File: src/rtl/pht_update_queue_pkg.sv
// Shared types and defaults for the PHT update queue: entry layout, FSM
// states, queue depth and the post-reset counter value.
package pht_update_queue_pkg;

  localparam int PHT_INDEX_WIDTH        = 12;
  localparam int PHT_COUNTER_WIDTH      = 2;
  localparam int PHT_UPDATE_QUEUE_DEPTH = 8;

  typedef struct packed {
    logic [PHT_INDEX_WIDTH-1:0]   index;
    logic [PHT_COUNTER_WIDTH-1:0] value;
  } PhtUpdateEntry;

  typedef enum logic {
    ST_INIT = 1'b0,
    ST_RUN  = 1'b1
  } pht_state_e;

  // Weakly-taken value: CTR_MAX/2 + 1.
  function automatic int pht_init_value(int ctr_w);
    return ((1 << ctr_w) - 1) / 2 + 1;
  endfunction

  localparam int PHT_INIT_VALUE = pht_init_value(PHT_COUNTER_WIDTH);

endpackage

File: src/rtl/pht_update_queue_counter_sat.sv
// Combinational saturating up/down counter step for one branch lane.
module pht_counter_sat #(
  parameter int COUNTER_WIDTH = 2
) (
  input  logic [COUNTER_WIDTH-1:0] prev_i,
  input  logic                     taken_i,
  output logic [COUNTER_WIDTH-1:0] next_o
);

  localparam logic [COUNTER_WIDTH-1:0] CTR_MAX = '1;

  always_comb begin
    next_o = prev_i;
    if (taken_i) begin
      if (prev_i != CTR_MAX) next_o = prev_i + COUNTER_WIDTH'(1);
    end else begin
      if (prev_i != '0) next_o = prev_i - COUNTER_WIDTH'(1);
    end
  end

endmodule

File: src/rtl/pht_update_queue.sv
// PHT update queue: post-reset init sweep, then buffers branch outcomes and drains
// them onto the PHT write ports. Optional dropCount via PHT_UPDATE_QUEUE_STATS_EN.
module pht_update_queue
  import pht_update_queue_pkg::*;
#(
  parameter  int ENTRY_NUM     = 4096,
  parameter  int ISSUE_WIDTH   = 2,
  parameter  int COUNTER_WIDTH = 2,
  parameter  int BANK_NUM      = 2,
  parameter  int QUEUE_DEPTH   = PHT_UPDATE_QUEUE_DEPTH,
  localparam int INDEX_WIDTH   = $clog2(ENTRY_NUM),
  localparam int CNT_W         = $clog2(QUEUE_DEPTH) + 1
) (
  input  logic                                      clk,
  input  logic                                      rst,
  input  logic [ISSUE_WIDTH-1:0]                    brValid,
  input  logic [ISSUE_WIDTH-1:0][INDEX_WIDTH-1:0]   brIndex,
  input  logic [ISSUE_WIDTH-1:0][COUNTER_WIDTH-1:0] brPrevCounter,
  input  logic [ISSUE_WIDTH-1:0]                    brTaken,
  output logic [ISSUE_WIDTH-1:0]                    phtWE,
  output logic [ISSUE_WIDTH-1:0][INDEX_WIDTH-1:0]   phtWA,
  output logic [ISSUE_WIDTH-1:0][COUNTER_WIDTH-1:0] phtWV,
  output logic                                      initDone,
  output logic [CNT_W-1:0]                          queueCount
`ifdef PHT_UPDATE_QUEUE_STATS_EN
  ,
  output logic [15:0]                               dropCount
`endif
);

  localparam int PTR_W = CNT_W - 1;
  localparam int P1    = (ISSUE_WIDTH > 1) ? 1 : 0;
  localparam logic [INDEX_WIDTH-1:0]   BANK_MASK = INDEX_WIDTH'(BANK_NUM - 1);
  localparam logic [INDEX_WIDTH-1:0]   LAST_IDX  = INDEX_WIDTH'(ENTRY_NUM - 1);
  localparam logic [COUNTER_WIDTH-1:0] INIT_VAL  = COUNTER_WIDTH'(pht_init_value(COUNTER_WIDTH));

  typedef struct packed {
    logic [INDEX_WIDTH-1:0]   index;
    logic [COUNTER_WIDTH-1:0] value;
  } entry_t;

  pht_state_e             state_q, state_d;
  logic [INDEX_WIDTH-1:0] sweep_idx_q, sweep_idx_d;
  logic [PTR_W-1:0]       head_q, head_d, tail_q, tail_d, head1;
  logic [CNT_W-1:0]       count_q, count_d, enq, deq, free;
  entry_t                 mem_q [QUEUE_DEPTH];
  logic                   keep;

  logic [ISSUE_WIDTH-1:0]                    wr_en;
  logic [ISSUE_WIDTH-1:0][PTR_W-1:0]         wr_ptr;
  logic [ISSUE_WIDTH-1:0][COUNTER_WIDTH-1:0] new_ctr;
`ifdef PHT_UPDATE_QUEUE_STATS_EN
  logic [15:0] drop_num;
`endif

  for (genvar l = 0; l < ISSUE_WIDTH; l++) begin : g_lane
    pht_counter_sat #(.COUNTER_WIDTH(COUNTER_WIDTH)) u_sat (
      .prev_i  (brPrevCounter[l]),
      .taken_i (brTaken[l]),
      .next_o  (new_ctr[l])
    );
  end

  always_comb begin
    state_d     = state_q;
    sweep_idx_d = sweep_idx_q;
    head_d      = head_q;
    tail_d      = tail_q;
    count_d     = count_q;
    phtWE       = '0;
    phtWA       = '0;
    phtWV       = '0;
    wr_en       = '0;
    wr_ptr      = '0;
    enq         = '0;
    deq         = '0;
    free        = '0;
    keep        = 1'b0;
    head1       = head_q + PTR_W'(1);
`ifdef PHT_UPDATE_QUEUE_STATS_EN
    drop_num    = '0;
`endif
    unique case (state_q)
      ST_INIT: begin
        phtWE[0]    = 1'b1;
        phtWA[0]    = sweep_idx_q;
        phtWV[0]    = INIT_VAL;
        sweep_idx_d = sweep_idx_q + INDEX_WIDTH'(1);
        if (sweep_idx_q == LAST_IDX) state_d = ST_RUN;
      end
      ST_RUN: begin
        if (count_q != '0) begin
          phtWE[0] = 1'b1;
          phtWA[0] = mem_q[head_q].index;
          phtWV[0] = mem_q[head_q].value;
          deq      = CNT_W'(1);
        end
        // Second port only when the two oldest entries live in different banks.
        if (ISSUE_WIDTH > 1 && count_q >= CNT_W'(2) &&
            ((mem_q[head1].index & BANK_MASK) != (mem_q[head_q].index & BANK_MASK))) begin
          phtWE[P1] = 1'b1;
          phtWA[P1] = mem_q[head1].index;
          phtWV[P1] = mem_q[head1].value;
          deq       = CNT_W'(2);
        end
        free = CNT_W'(QUEUE_DEPTH) - count_q + deq;
        for (int l = 0; l < ISSUE_WIDTH; l++) begin
          keep = brValid[l];
          for (int k = 0; k < l; k++) begin
            if (brValid[k] && brIndex[k] == brIndex[l]) keep = 1'b0;
          end
          if (keep) begin
            if (enq < free) begin
              wr_en[l]  = 1'b1;
              wr_ptr[l] = tail_q + PTR_W'(enq);
              enq       = enq + CNT_W'(1);
            end
`ifdef PHT_UPDATE_QUEUE_STATS_EN
            else begin
              drop_num = drop_num + 16'd1;
            end
`endif
          end
        end
        head_d  = head_q + PTR_W'(deq);
        tail_d  = tail_q + PTR_W'(enq);
        count_d = count_q + enq - deq;
      end
    endcase
    if (rst) phtWE = '0;
  end

  always_ff @(posedge clk) begin
    if (rst) begin
      state_q     <= ST_INIT;
      sweep_idx_q <= '0;
      head_q      <= '0;
      tail_q      <= '0;
      count_q     <= '0;
    end else begin
      state_q     <= state_d;
      sweep_idx_q <= sweep_idx_d;
      head_q      <= head_d;
      tail_q      <= tail_d;
      count_q     <= count_d;
    end
  end

  always_ff @(posedge clk) begin
    for (int l = 0; l < ISSUE_WIDTH; l++) begin
      if (wr_en[l]) mem_q[wr_ptr[l]] <= '{index: brIndex[l], value: new_ctr[l]};
    end
  end

  assign initDone   = (state_q == ST_RUN);
  assign queueCount = count_q;

`ifdef PHT_UPDATE_QUEUE_STATS_EN
  logic [15:0] drop_cnt_q, drop_cnt_d;
  logic [16:0] drop_sum;

  always_comb begin
    drop_sum   = {1'b0, drop_cnt_q} + {1'b0, drop_num};
    drop_cnt_d = drop_sum[16] ? 16'hFFFF : drop_sum[15:0];
  end

  always_ff @(posedge clk) begin
    if (rst) drop_cnt_q <= '0;
    else     drop_cnt_q <= drop_cnt_d;
  end

  assign dropCount = drop_cnt_q;
`endif

endmodule

File: config.mk
export PLATFORM = sky130hd
export DESIGN_NAME = pht_update_queue
export DESIGN_NICKNAME = d
export VERILOG_FILES = /design/src/rtl/pht_update_queue_pkg.sv /design/src/rtl/pht_update_queue_counter_sat.sv /design/src/rtl/pht_update_queue.sv
export SDC_FILE = /design/constraint.sdc
export NUM_CORES = 1
export LEC_CHECK = 0
export CORE_ASPECT_RATIO = 0.75
export CORE_MARGIN = 10
export CORE_UTILIZATION = 55
export DETAILED_ROUTE_END_ITERATION = 8
export GPL_TIMING_DRIVEN = 0
export PLACE_DENSITY = 0.73
export SYNTH_ARGS = -nofsm -noshare
export SYNTH_HDL_FRONTEND = slang
export SYNTH_HIERARCHICAL = 1
export SYNTH_SLANG_ARGS = --single-unit
export TNS_END_PERCENT = 30
File: constraint.sdc
create_clock -name clk -period 17 [get_ports clk]
set_input_delay 2.55 -clock clk [delete_from_list [all_inputs] [get_ports clk]]
set_output_delay 2.55 -clock clk [all_outputs]
set_load 0.005 [all_outputs]
## Yosys cells after proc, flatten, opt, wreduce, memory -nomap -nowiden

Memories as Yosys holds them, arrays and structs flattened. A register that Yosys moved wholly into a read port is not among the register bits.
Index checks and enable logic that the tools add are counted.

- Memories: 1
- Bits in read-only memories: 0
- Latch bits: 0
- Logic and storage cells: 82
- Bits of input ports: 34
- Memory bits (writable): 112
- Register bits after elaboration: 23

Memory list:

| name | depth | bits a word | rd ports | clocked after Yosys merged registers in | write ports | RTL line | source |
|---|---|---|---|---|---|---|---|
| mem_q | 8 | 14 | 2 | 1 | 2 | pht_update_queue.sv:46 | `entry_t mem_q [QUEUE_DEPTH];` |

- Multipliers: 0
- Order comparisons: 3
- Shift-type cells: 0
- Reduce and logical (&&, ||, !) cells: 5
- Add/sub/neg operators: 14
- Equality and inequality tests: 5
- Bitwise gates (word level): 1
- Div/mod/pow operators: 0
- Multiplexer cells: 48

Operators by type and width:

| operator | number |
|---|---|
| $mux W12 | 3 |
| $mux W4 | 6 |
| $pmux W12 S2 | 1 |
| $mux W2 | 11 |
| $mux W1 | 18 |
| $mux W3 | 6 |
| $add A12 B1 Y12 const B | 1 |
| $eq A12 B12 Y1 | 1 |
| $eq A12 B12 Y1 const B | 1 |
| $add A3 B3 Y3 | 3 |
| $add A4 B4 Y4 | 2 |
| $mux W6 | 1 |
| $add A2 B1 Y2 const B | 2 |
| $add A4 B1 Y4 const B | 1 |
| $ge A4 B2 Y1 const B | 1 |
| $lt A1 B4 Y1 const A | 1 |
| $lt A4 B4 Y1 | 1 |
| $ne A2 B2 Y1 const B | 2 |
| $pmux W2 S2 | 1 |
| $reduce_bool A2 Y1 | 2 |
| $reduce_bool A4 Y1 | 1 |
| $sub A2 B1 Y2 const B | 2 |
| $sub A4 B4 Y4 | 1 |
| $sub A4 B4 Y4 const A | 1 |
| 5 further kinds | 6 |

## Depth between registers and ports, before layout

Gate-level depths: netlist (run 1).
An unclocked memory read counts as a cell.

- Depth after elaboration: 17
- Gate-level depth with buffers: 25

## Hierarchy

The synthesis (run 1) kept the hierarchy.

Modules (own cells, without submodules):

| module | instances | area each (sq um) | cells an instance |
|---|---|---|---|
| pht_update_queue | 1 | 8679.6 | 627 |
| pht_counter_sat | 2 | 26.3 | 3 |

## Least setup slack after synthesis (run 1)

Ideal clock, no wire load.

- Path kind: input-to-output
- From: in rst
- To: out phtWE[1]
- Stages on the path: 3
- Data arrival time: 3.119 ns
- Setup slack: 11.331 ns
- Data required time: 14.450 ns
- Path buffers: 2
- Path through: clkbuf_1 -> clkbuf_1 -> nor2_1

- Word-level cells in the longest chain between the ends: 1

Ends and longest elaborated chain:

| what | RTL line | source |
|---|---|---|
| start, declared | pht_update_queue.sv:15 | `input logic rst,` |
| $mux W2 | pht_update_queue.sv:130 | `if (rst) phtWE = '0;` |
| end, declared | pht_update_queue.sv:20 | `output logic [ISSUE_WIDTH-1:0] phtWE,` |

No other way between the ends.

==> results of run 1 <==
-- per-layer routing --
metal,vias up,part of all wire [%],global-route usage (%)
li1,2545,-,-
met1,2922,42,31.4
met5,-,0,0
met2,335,45,33.8
met3,23,13,8.23
met4,0,1.1,4.07
-- synthesized netlist by cell type (3+ instances only) --
cell        n  area (sq um)
nand4_1     4          25.0
ha_1       16           200
o21ai_0    11          55.1
or4_1       4          30.0
buf_4      19           143
o22ai_1    11          68.8
nand3_1     8          40.0
edfxtp_1  112          3360
buf_2      15          75.1
nor3_1      5          25.0
nand2_1    38           143
xor2_1      4          35.0
clkbuf_1   20          75.1
buf_6       4          45.0
maj3_2      4          45.0
xnor2_1    30           263
nand2b_1    3          18.8
mux2_2     77           867
nand4_2     4          50.1
inv_1      26          97.6
a21oi_1    16          80.1
mux4_2     56          1260
mux2i_1    22           220
nor2_1     27           101
nor2b_1     3          18.8
buf_12      4          80.1
fa_1        3          60.1
mux2_4     36           541
dfxtp_1    26           521
-- stage by stage --
stage | power (mW) | area (sq um) | hold WS (ps) | worst slack (ps) | std cells
6_report | 0.791 | 10200 | 509 | 10020 | 922
5_1_grt | 0.812 | 10200 | 568 | 9870 | 921
3_3_place_gp | 0.415 | 9420 | 495 | 9980 | 881
4_1_cts | 0.792 | 10200 | 512 | 10120 | 921
2_1_floorplan | 0.407 | 8730 | 484 | 11330 | 633
3_5_place_dp | 0.417 | 9590 | 502 | 10590 | 889
-- sequential cells by signal (all words and copies together) (netlist names), named ones only --
name and count:
queueCount 4, sweep_idx_q 12, mem_q 112, tail_q 3
head_q 3, initDone 1
-- worst max path at each step --
| stage | endpoint | start | slack, ps |
|---|---|---|---|
| floorplan | phtWE[1] | rst | 11330 |
| global placement | mem_q[1][11] | head_q[0] | 9980 |
| detailed placement | phtWA[15] | head_q[0] | 10590 |
| CTS | phtWA[15] | head_q[0] | 10120 |
| global route | phtWA[15] | head_q[0] | 9870 |
| finish | phtWA[15] | head_q[0] | 10020 |
-- power by group through the flow --
stage | sequential [mW] | clock (mW) | combinational, mW
after floorplan | 0.373 | 0 | 0.0332
after global placement | 0.373 | 0 | 0.0420
after detailed placement | 0.373 | 0 | 0.0439
after CTS | 0.366 | 0.382 | 0.0443
after global routing | 0.366 | 0.398 | 0.0487
final | 0.366 | 0.381 | 0.0444
-- cell families after synthesis --
family | synth area share (%)
multiplexers | 33.1
flip-flops | 44.5
AND/OR/NAND/NOR | 6.16
buffers and inverters | 5.99
AO/OA/AOI/OAI | 3.38
XOR/XNOR | 3.41
adder cells (fa/ha/maj) | 3.50
-- worst reg2reg max path: stages, from the launching register on --
cell and delay (ps):
dfxtp_1 360, ha_1 300, clkbuf_1 600, mux4_2 420
mux2i_1 360, xor2_1 220, and2_1 270, inv_1 90
o21ai_0 120, ha_1 260, inv_1 70, fa_1 380
xnor2_1 130, nor2_1 210, a31oi_1 230, ha_1 250
ha_1 210, xnor2_1 370, nand4_2 350, buf_2 370
o21ai_2 310, buf_8 230
-- cell usage in the layout (no fill, tap or decap), types with 20 or more instances in the layout --
master,n
mux4_2,56
edfxtp_1,112
mux2_2,77
nand2_1,38
mux2i_1,22
clkbuf_16,20
xnor2_1,30
nor2_1,27
clkbuf_1,21
clkdlybuf4s50_1,43
dfxtp_1,26
inv_1,26
mux2_4,36
-- final cells by class --
class                           count  area [sq um]  share of cell area, %
Inverter                           26          97.6                  0.956
Timing Repair Buffer               51           551                   5.39
Antenna cell                        1          2.50                 0.0245
Clock inverter                      3          16.3                  0.159
Tap cell                          205           256                   2.51
Clock buffer                       29           602                   5.89
Sequential cell                   138          3880                   38.0
Multi-Input combinational cell    405          4380                   42.9
Buffer                             64           425                   4.17
==> reports/qor.yml, run 1 <==
start_kind: "flop"
p_sw_uw: 162
r2r_end: "mem_q[3][0]"
hold_class: "reg2reg"
status: "completed"
dp.final_hpwl_mm: 16.8
root_buffer: "clkbuf_16"
ys_async_sr_fraction_pct: 0
cts_buffers: 17
ctsHoldBuffers: 0
crit_type: "reg2out"
layout.nets: 756
crit_buf_inv: 3
rsz0062_at_grt: "false"
die_area_sq_um: 21400
grt_first_pass_wirelength_mm: 35.8
cp-end-kind: "primary output"
rows: 39
drtPass1Iterations: 5
seqPwrFrac_pct: 46.3
syn_area_sq_um: 8730
die_h_um: 129
clk_latency_ps: 430
critPathSlowestCell: "clkbuf_1"
p_per_area_nw_per_um2: 77.5
arrival_ps: 4430
internal_power_uw: 630
track_usage_pct: 22.6
drc_errors: 0
cts_tree: "yes"
setup_viol: 0
portBuffers: 43
syn_inst: 633
yosysSeqAreaShare_pct: 44.5
htree_levels: 4
max_stage_delay_ps: 600
finClkSkew_ps: 6.86
synth_nets: 686
cts_buffer_depth: 2
drt-total-wl_mm: 23.8
areaGrowthSynthToFinish_pct: 16.9
reg2reg_slack_ps: 10600
p_comb_share_pct: 5.6
cp.depth: 9
holdPathEnd: "queueCount[3]"
yosysWarnings: 6
p_sw_share_pct: 20.4
final_core_util_pct: 66.2
critPathRequiredTime_ps: 14450
p_leak_nw: 3.60
initialDrtViolationCount: 739
drv_cap: 0
ant_nets: 0
worstPathCellList: "ha_1 > clkbuf_1 > mux4_2 > mux2i_1 > xor2_1 > nand3_1 > clkbuf_1 > a21oi_1 > clkdlybuf4s50_1"
post_cts_buffers: 0
ctsResizeCount: 0
cp_top_family: "buffers and inverters"
core_sq_um: 15400
fmax_ghz: 0.143
antenna_found_initial: 1
period_share_pct: 41.1
hold_path_depth: 2
period_needed_ps: 6980
grt_max_degree: 17
worst_pin_slew_ps: 985
ir_worst_vdd_v: 0.0000638
fillers: 1129
ys_types: 46
top_level_ports: 69
crit_fanout: 10
timing.setup.tns_ps: 0
min-delay-start: "queueCount[3]"
cts.sinks: 138
place.gp.congestion: 0.867
initial_utilization_pct: 56.6
cp_common_cell: "clkbuf_1"
ys_ff_latch: 138
clk_pin_slew_ps: 60
synthFlopType: "edfxtp_1"
slew-limit-headroom_pct: 34.4
grt_overflow: 0
wl_per_cell_um: 25.8
first_global_vias: 5841
dieWidth_um: 165
worst_r2r_path_depth: 21
hold_viol: 0
regToRegStartpoint: "head_q[0]"
synth-edff-count: 112
vias_per_cell: 6.32
post_synth.cell_area_avg_sq_um: 13.8
drive_gt1_share_pct: 37.8
num_vias: 5825
clkPwrFrac_pct: 48.1
slew_viol_final: 0
No activity file was read; power rests on OpenSTA's default activity.
==> run 2, diff against run 1 <==
CORE_UTILIZATION = 54   (was 55)
PLACE_DENSITY = 0.75   (was 0.73)
clock period = 6.23 ns   (was 17 ns; I/O delays follow)
==> reports/qor.yml, run 2 (synthesis gave the netlist of run 1 again) <==
status: "completed"
root_buffer: "clkbuf_16"
setup_viol: 0
ctsHoldBuffers: 0
antenna_found_initial: 0
cp_common_cell: "ha_1"
die_h_um: 130
cp_top_family: "buffers and inverters"
grt_max_degree: 17
dieWidth_um: 167
crit_fanout: 10
drtPass1Iterations: 5
drive_gt1_share_pct: 38.8
cts_buffers: 17
post_cts_buffers: 0
power_mw: 2.24
p_sw_share_pct: 20.9
setup_slack_ps: 314
ir_worst_vdd_v: 0.000152
hold_viol: 0
design_area_sq_um: 10300
place_area_sq_um: 9610
p_leak_nw: 3.59
cp-end-kind: "flop"
drv_cap: 0
die_area_sq_um: 21700
grt_overflow: 0
fmax_ghz: 0.169
worstPathCellList: "buf_6 > mux4_2 > mux2i_2 > xor2_1 > and2_2 > inv_1 > o21ai_0 > ha_1 > inv_1 > fa_1 > xnor2_1 > nor2_1 > a31oi_1 > ha_1 > ha_1 > clkbuf_1 > or4_1 > buf_6 > buf_12 > o31ai_4 > buf_8"
first_global_vias: 6033
top_level_ports: 69
period_share_pct: 95.0
hold_class: "reg2reg"
clk_pin_slew_ps: 60
p_comb_share_pct: 5.4
max_stage_delay_ps: 590
cts.sinks: 138
finClkSkew_ps: 5.34
internal_power_mw: 1.77
layout.nets: 755
drt-total-wl_mm: 23.9
clkPwrFrac_pct: 50.0
dp_slack_ps: -129
num_vias: 5848
cts_tree: "yes"
portBuffers: 43
timing.setup.tns_ps: 0
initial_utilization_pct: 54.9
layout_common_cells: "edfxtp_1 (112), mux2_2 (77), mux4_2 (56), clkdlybuf4s50_1 (43), nand2_1 (38)"
seqPwrFrac_pct: 44.6
start_kind: "flop"
grt_first_pass_wirelength_mm: 36.7
arrival_ps: 6060
period_needed_ps: 5920
dp.final_hpwl_mm: 16.7
track_usage_pct: 22.5
rsz0062_at_grt: "false"
worst_pin_slew_ps: 1010
final_cells: 924
drc_errors: 0
p_per_area_nw_per_um2: 218
crit_buf_inv: 7
areaGrowthSynthToFinish_pct: 17.9
cts_buffer_depth: 2
wl_per_cell_um: 25.9
critPathSlowestCell: "or4_1"
largest_register_ffs: 112
initialDrtViolationCount: 656
dp_cells: 894
vias_per_cell: 6.33
layout_commonest_cell: "edfxtp_1"
core_sq_um: 15900
rows: 40
antenna_cells: 0
ant_nets: 0
place.gp.congestion: 0.869
crit_type: "reg2reg"
slew_viol_final: 0
p_sw_uw: 468
htree_levels: 4
slew-limit-headroom_pct: 32.8
critPathRequiredTime_ps: 6370
clk_latency_ps: 440
==> run 2: cell types whose count changed in the layout (fill, tap and decap cells not counted), sizes merged <==
| cell | before | now |
|---|---|---|
| bufinv | 0 | 5 |
| clkbuf | 49 | 36 |
| clkinv | 2 | 3 |
| clkinvlp | 0 | 4 |
| diode | 1 | 0 |
| inv | 27 | 28 |
==> run 2: layout make-up <==
type / count / area (sq um)
buffer: 63 / 428
clock buffer: 17 / 425
clock inverter: 14 / 221
inverter: 26 / 97.6
multi-input combinational: 405 / 4410
sequential: 138 / 3880
timing repair buffer: 51 / 563
tap: 210 / 263
fill: 1121 / 5620
==> run 2: power by group through the flow <==
stage	Sequential (mW)	Combinational, mW	Clock, mW
floorplan	1.02	0.0907	0
global placement	1.02	0.114	0
detailed placement	1.02	0.120	0
CTS	0.999	0.122	1.12
global route	0.999	0.133	1.17
finish	0.999	0.122	1.12
==> run 2: what timing repair did <==
action / in CTS / in global routing
setup endpoints to repair: 76 / 185
resized for setup: 0 / 10
pin swaps: 0 / 0
==> run 2: layer usage <==
metal  wire length, um  global-route usage (%)  vias to the layer above
met4               422                    7.57                        0
met3              2830                    8.38                       37
met2             11000                    35.0                      342
met1              9700                    28.6                     2934
li1                  -                       -                     2535
met5                 0                       0                        -
==> run 2: per-stage QoR <==
step	utilization (%)	hold WS [ps]
2_1_floorplan	-	484
3_3_place_gp	59.2	492
3_5_place_dp	60.4	509
4_1_cts	64.4	517
5_1_grt	64.7	548
6_report	64.7	517
==> run 2: worst min-delay path: stages (launching register included) <==
cell and delay (ps):
dfxtp_1 330, nor2_1 90, a211oi_1 50
==> run 2: final timing paths <==
kind | start | end | slack (ps) | cells past startpoint
max reg2reg | head_q[0] | mem_q[1][5] | 310 | 21
min reg2reg | queueCount[3] | queueCount[3] | 520 | 2
max | head_q[0] | mem_q[1][5] | 310 | 21
min | queueCount[3] | queueCount[3] | 520 | 2
==> variant (flow settings as in run 2) <==
`ISSUE_WIDTH`: 2 -> 4.
--- a/src/rtl/pht_update_queue.sv
+++ b/src/rtl/pht_update_queue.sv
@@ -6,3 +6,3 @@
   parameter  int ENTRY_NUM     = 4096,
-  parameter  int ISSUE_WIDTH   = 2,
+  parameter  int ISSUE_WIDTH   = 4,
   parameter  int COUNTER_WIDTH = 2,
Interface: changed (7 resized); port bits go from 69 to 131. No check against the original RTL was run, so the function may have changed too.
==> variant against run 2 <==
- worst setup slack got worse by 1800 ps
- clock power fell by 7%
- clock skew rose by 5.4 ps
- routed wire length rose by 93%
- sequential cell count did not move
- synthesized area rose by 48%
- critical path type unchanged
- total power rose by 12%
- synthesized cell count rose by 76%
- the run now ends with negative setup slack left
- fmax fell by 24%
- final area rose by 61%
==> variant: results (changes against run 2) <==
status finished, violations left (was completed); failing checks negative setup slack; Lkg Pwr 5.87 nW (was 3.59 nW); XOR/XNOR Fraction of Synth Area 0.0660 (was 0.0341); Placed Cells 1547 (was 894); Critical Path AT 8070 ps (was 6060 ps); multiplexer share of the synthesized area 0.407 (was 0.331); P_int 0.00187 W (was 0.00177 W); vias in the first global route 10200 (was 6033); number of flops mapped to enable cells by yosys 112 (unchanged); gr usage total 0.287 (was 0.225); Synth area leaders mux2_2 (28%), edfxtp_1 (26%), mux4_2 (9.7%) (was edfxtp_1 (39%), mux4_2 (14%), mux2_2 (9.9%)); layout cell share with drive strength beyond 1 0.468 (was 0.388); Net count, final 1424 (was 755); initial antenna violation count 1 (was 0); routed wl met3 6960 um (was 2830 um); fill count 1692 (was 1121); met2 routed WL 19300 um (was 11000 um); Unique masters post-synth 65 (was 46); Final Worst Setup Slack -1520 ps (was 314 ps); period utilization 1.24 (was 0.950); Final Skew 10.8 ps (was 5.34 ps); WL met1 18800 um (was 9700 um); Via Count 10500 (was 5848); Post-synth ARST share 0 (unchanged); pre-CTS worst setup slack -2660 ps (was -129 ps); VDD IR-drop max 204 uV (was 152 uV); Finish-stage setup viols 231 (was 0); max FFs per register 112 (unchanged); CP peak stage delay 550 ps (was 590 ps); actual slew at the worst max-slew pin 1060 ps (was 1010 ps); HPWL after detailed placement 32200 um (was 16700 um); gpl congestion 0.918 (was 0.869); Hold Crit Endpoint sweep_idx_q[2] (was queueCount[3]); worst-path fanout max 6 (was 10); FF-to-FF path depth 35 (was 21); TritonRoute pass-1 iters 6 (was 5); Compound-Gate Fraction of Synth Area 0.0305 (was 0.0338); reg2reg end queueCount[3] (was mem_q[1][5]); hold_ws 543 ps (was 517 ps); Adder-Cell Fraction of Synth Area 0.0380 (was 0.0350); Syn Area/Cell 11.7 sq um (was 13.8 sq um); min-delay src sweep_idx_q[2] (was queueCount[3]); drt initial violations 1203 (was 656); Via density 6.38 (was 6.33); critical path's slowest cell fa_1 (was or4_1); Seq/Total Area, Yosys 0.300 (was 0.445); first-pass GRT wire length 66100 um (was 36700 um); DR WL/cell 27.9 um (was 25.9 um); port bufs 99 (was 43); worst skew pair latency 420 ps (was 440 ps)
[variant: cells by family (layout without fill, tap and decap cells)]
kind of cell,Yosys count,after routing
multiplexers,417,417
flip-flops,138,138
AND/OR/NAND/NOR,190,195
AO/OA/AOI/OAI,59,59
adder cells (fa/ha/maj),36,36
XOR/XNOR,96,96
other,1,31
buffers and inverters,175,372
[variant: per-stage QoR]
step / TNS (ps) / cell area, sq um
after floorplan: -125560 / 13300
after global placement: -337510 / 14600
after detailed placement: -369750 / 14700
after CTS: -111680 / 16000
after global routing: -169790 / 16600
final: -133680 / 16600
[variant: critical path, delay by kind of cell, from the launching register on]
| kind | cells | cell delay (ps) |
|---|---|---|
| AO/OA/AOI/OAI | 8 | 1540 |
| XOR/XNOR | 2 | 270 |
| adder cells (fa/ha/maj) | 7 | 2050 |
| buffers and inverters | 5 | 480 |
| flip-flops | 1 | 400 |
| multiplexers | 5 | 1480 |
| AND/OR/NAND/NOR | 8 | 1390 |
[variant: power by group through the flow]
stage	logic [W]	clock network [W]	registers (W)
6_report	0.000482	0.00104	0.000999
5_1_grt	0.000509	0.00107	0.000999
4_1_cts	0.000443	0.00104	0.000999
3_5_place_dp	0.000406	0	0.00102
3_3_place_gp	0.000399	0	0.00102
2_1_floorplan	0.000264	0	0.00102
[variant: layout make-up]
class / instances / share of cell area
clock buffer: 19 / 0.0261
sequential: 138 / 0.235
antenna: 1 / 0.000151
inverter: 39 / 0.00883
buffer: 134 / 0.0486
tap: 306 / 0.0231
timing repair buffer: 167 / 0.0999
multi-input combinational: 833 / 0.549
clock inverter: 13 / 0.00981
[variant: timing repair]
| item | 4_1_cts | 5_1_grt |
|---|---|---|
| gates resized for setup | 114 | 74 |
| buffers inserted | 30 | 29 |
| setup endpoints to repair | 231 | 231 |
| cloned | 6 | 7 |
| pin swaps | 37 | 31 |
[variant: metal layers]
metal  vias to the layer above  global-route usage
met2                       761               0.402
met5                         -                   0
met4                         0              0.0660
met3                        81               0.121
met1                      5149               0.399
li1                       4544                   -
[variant: worst max-delay path by stage]
stage / startpoint / end / slack [ps] / depth (start not counted)
6_report: head_q[0] / queueCount[3] / -1520 / 35
5_1_grt: head_q[0] / queueCount[3] / -1740 / 37
4_1_cts: head_q[0] / queueCount[3] / -1250 / 39
3_5_place_dp: flop / queueCount[3] / -2660 / 38
3_3_place_gp: flop / queueCount[3] / -2500 / 38
2_1_floorplan: head_q[0] / queueCount[3] / -1680 / 39
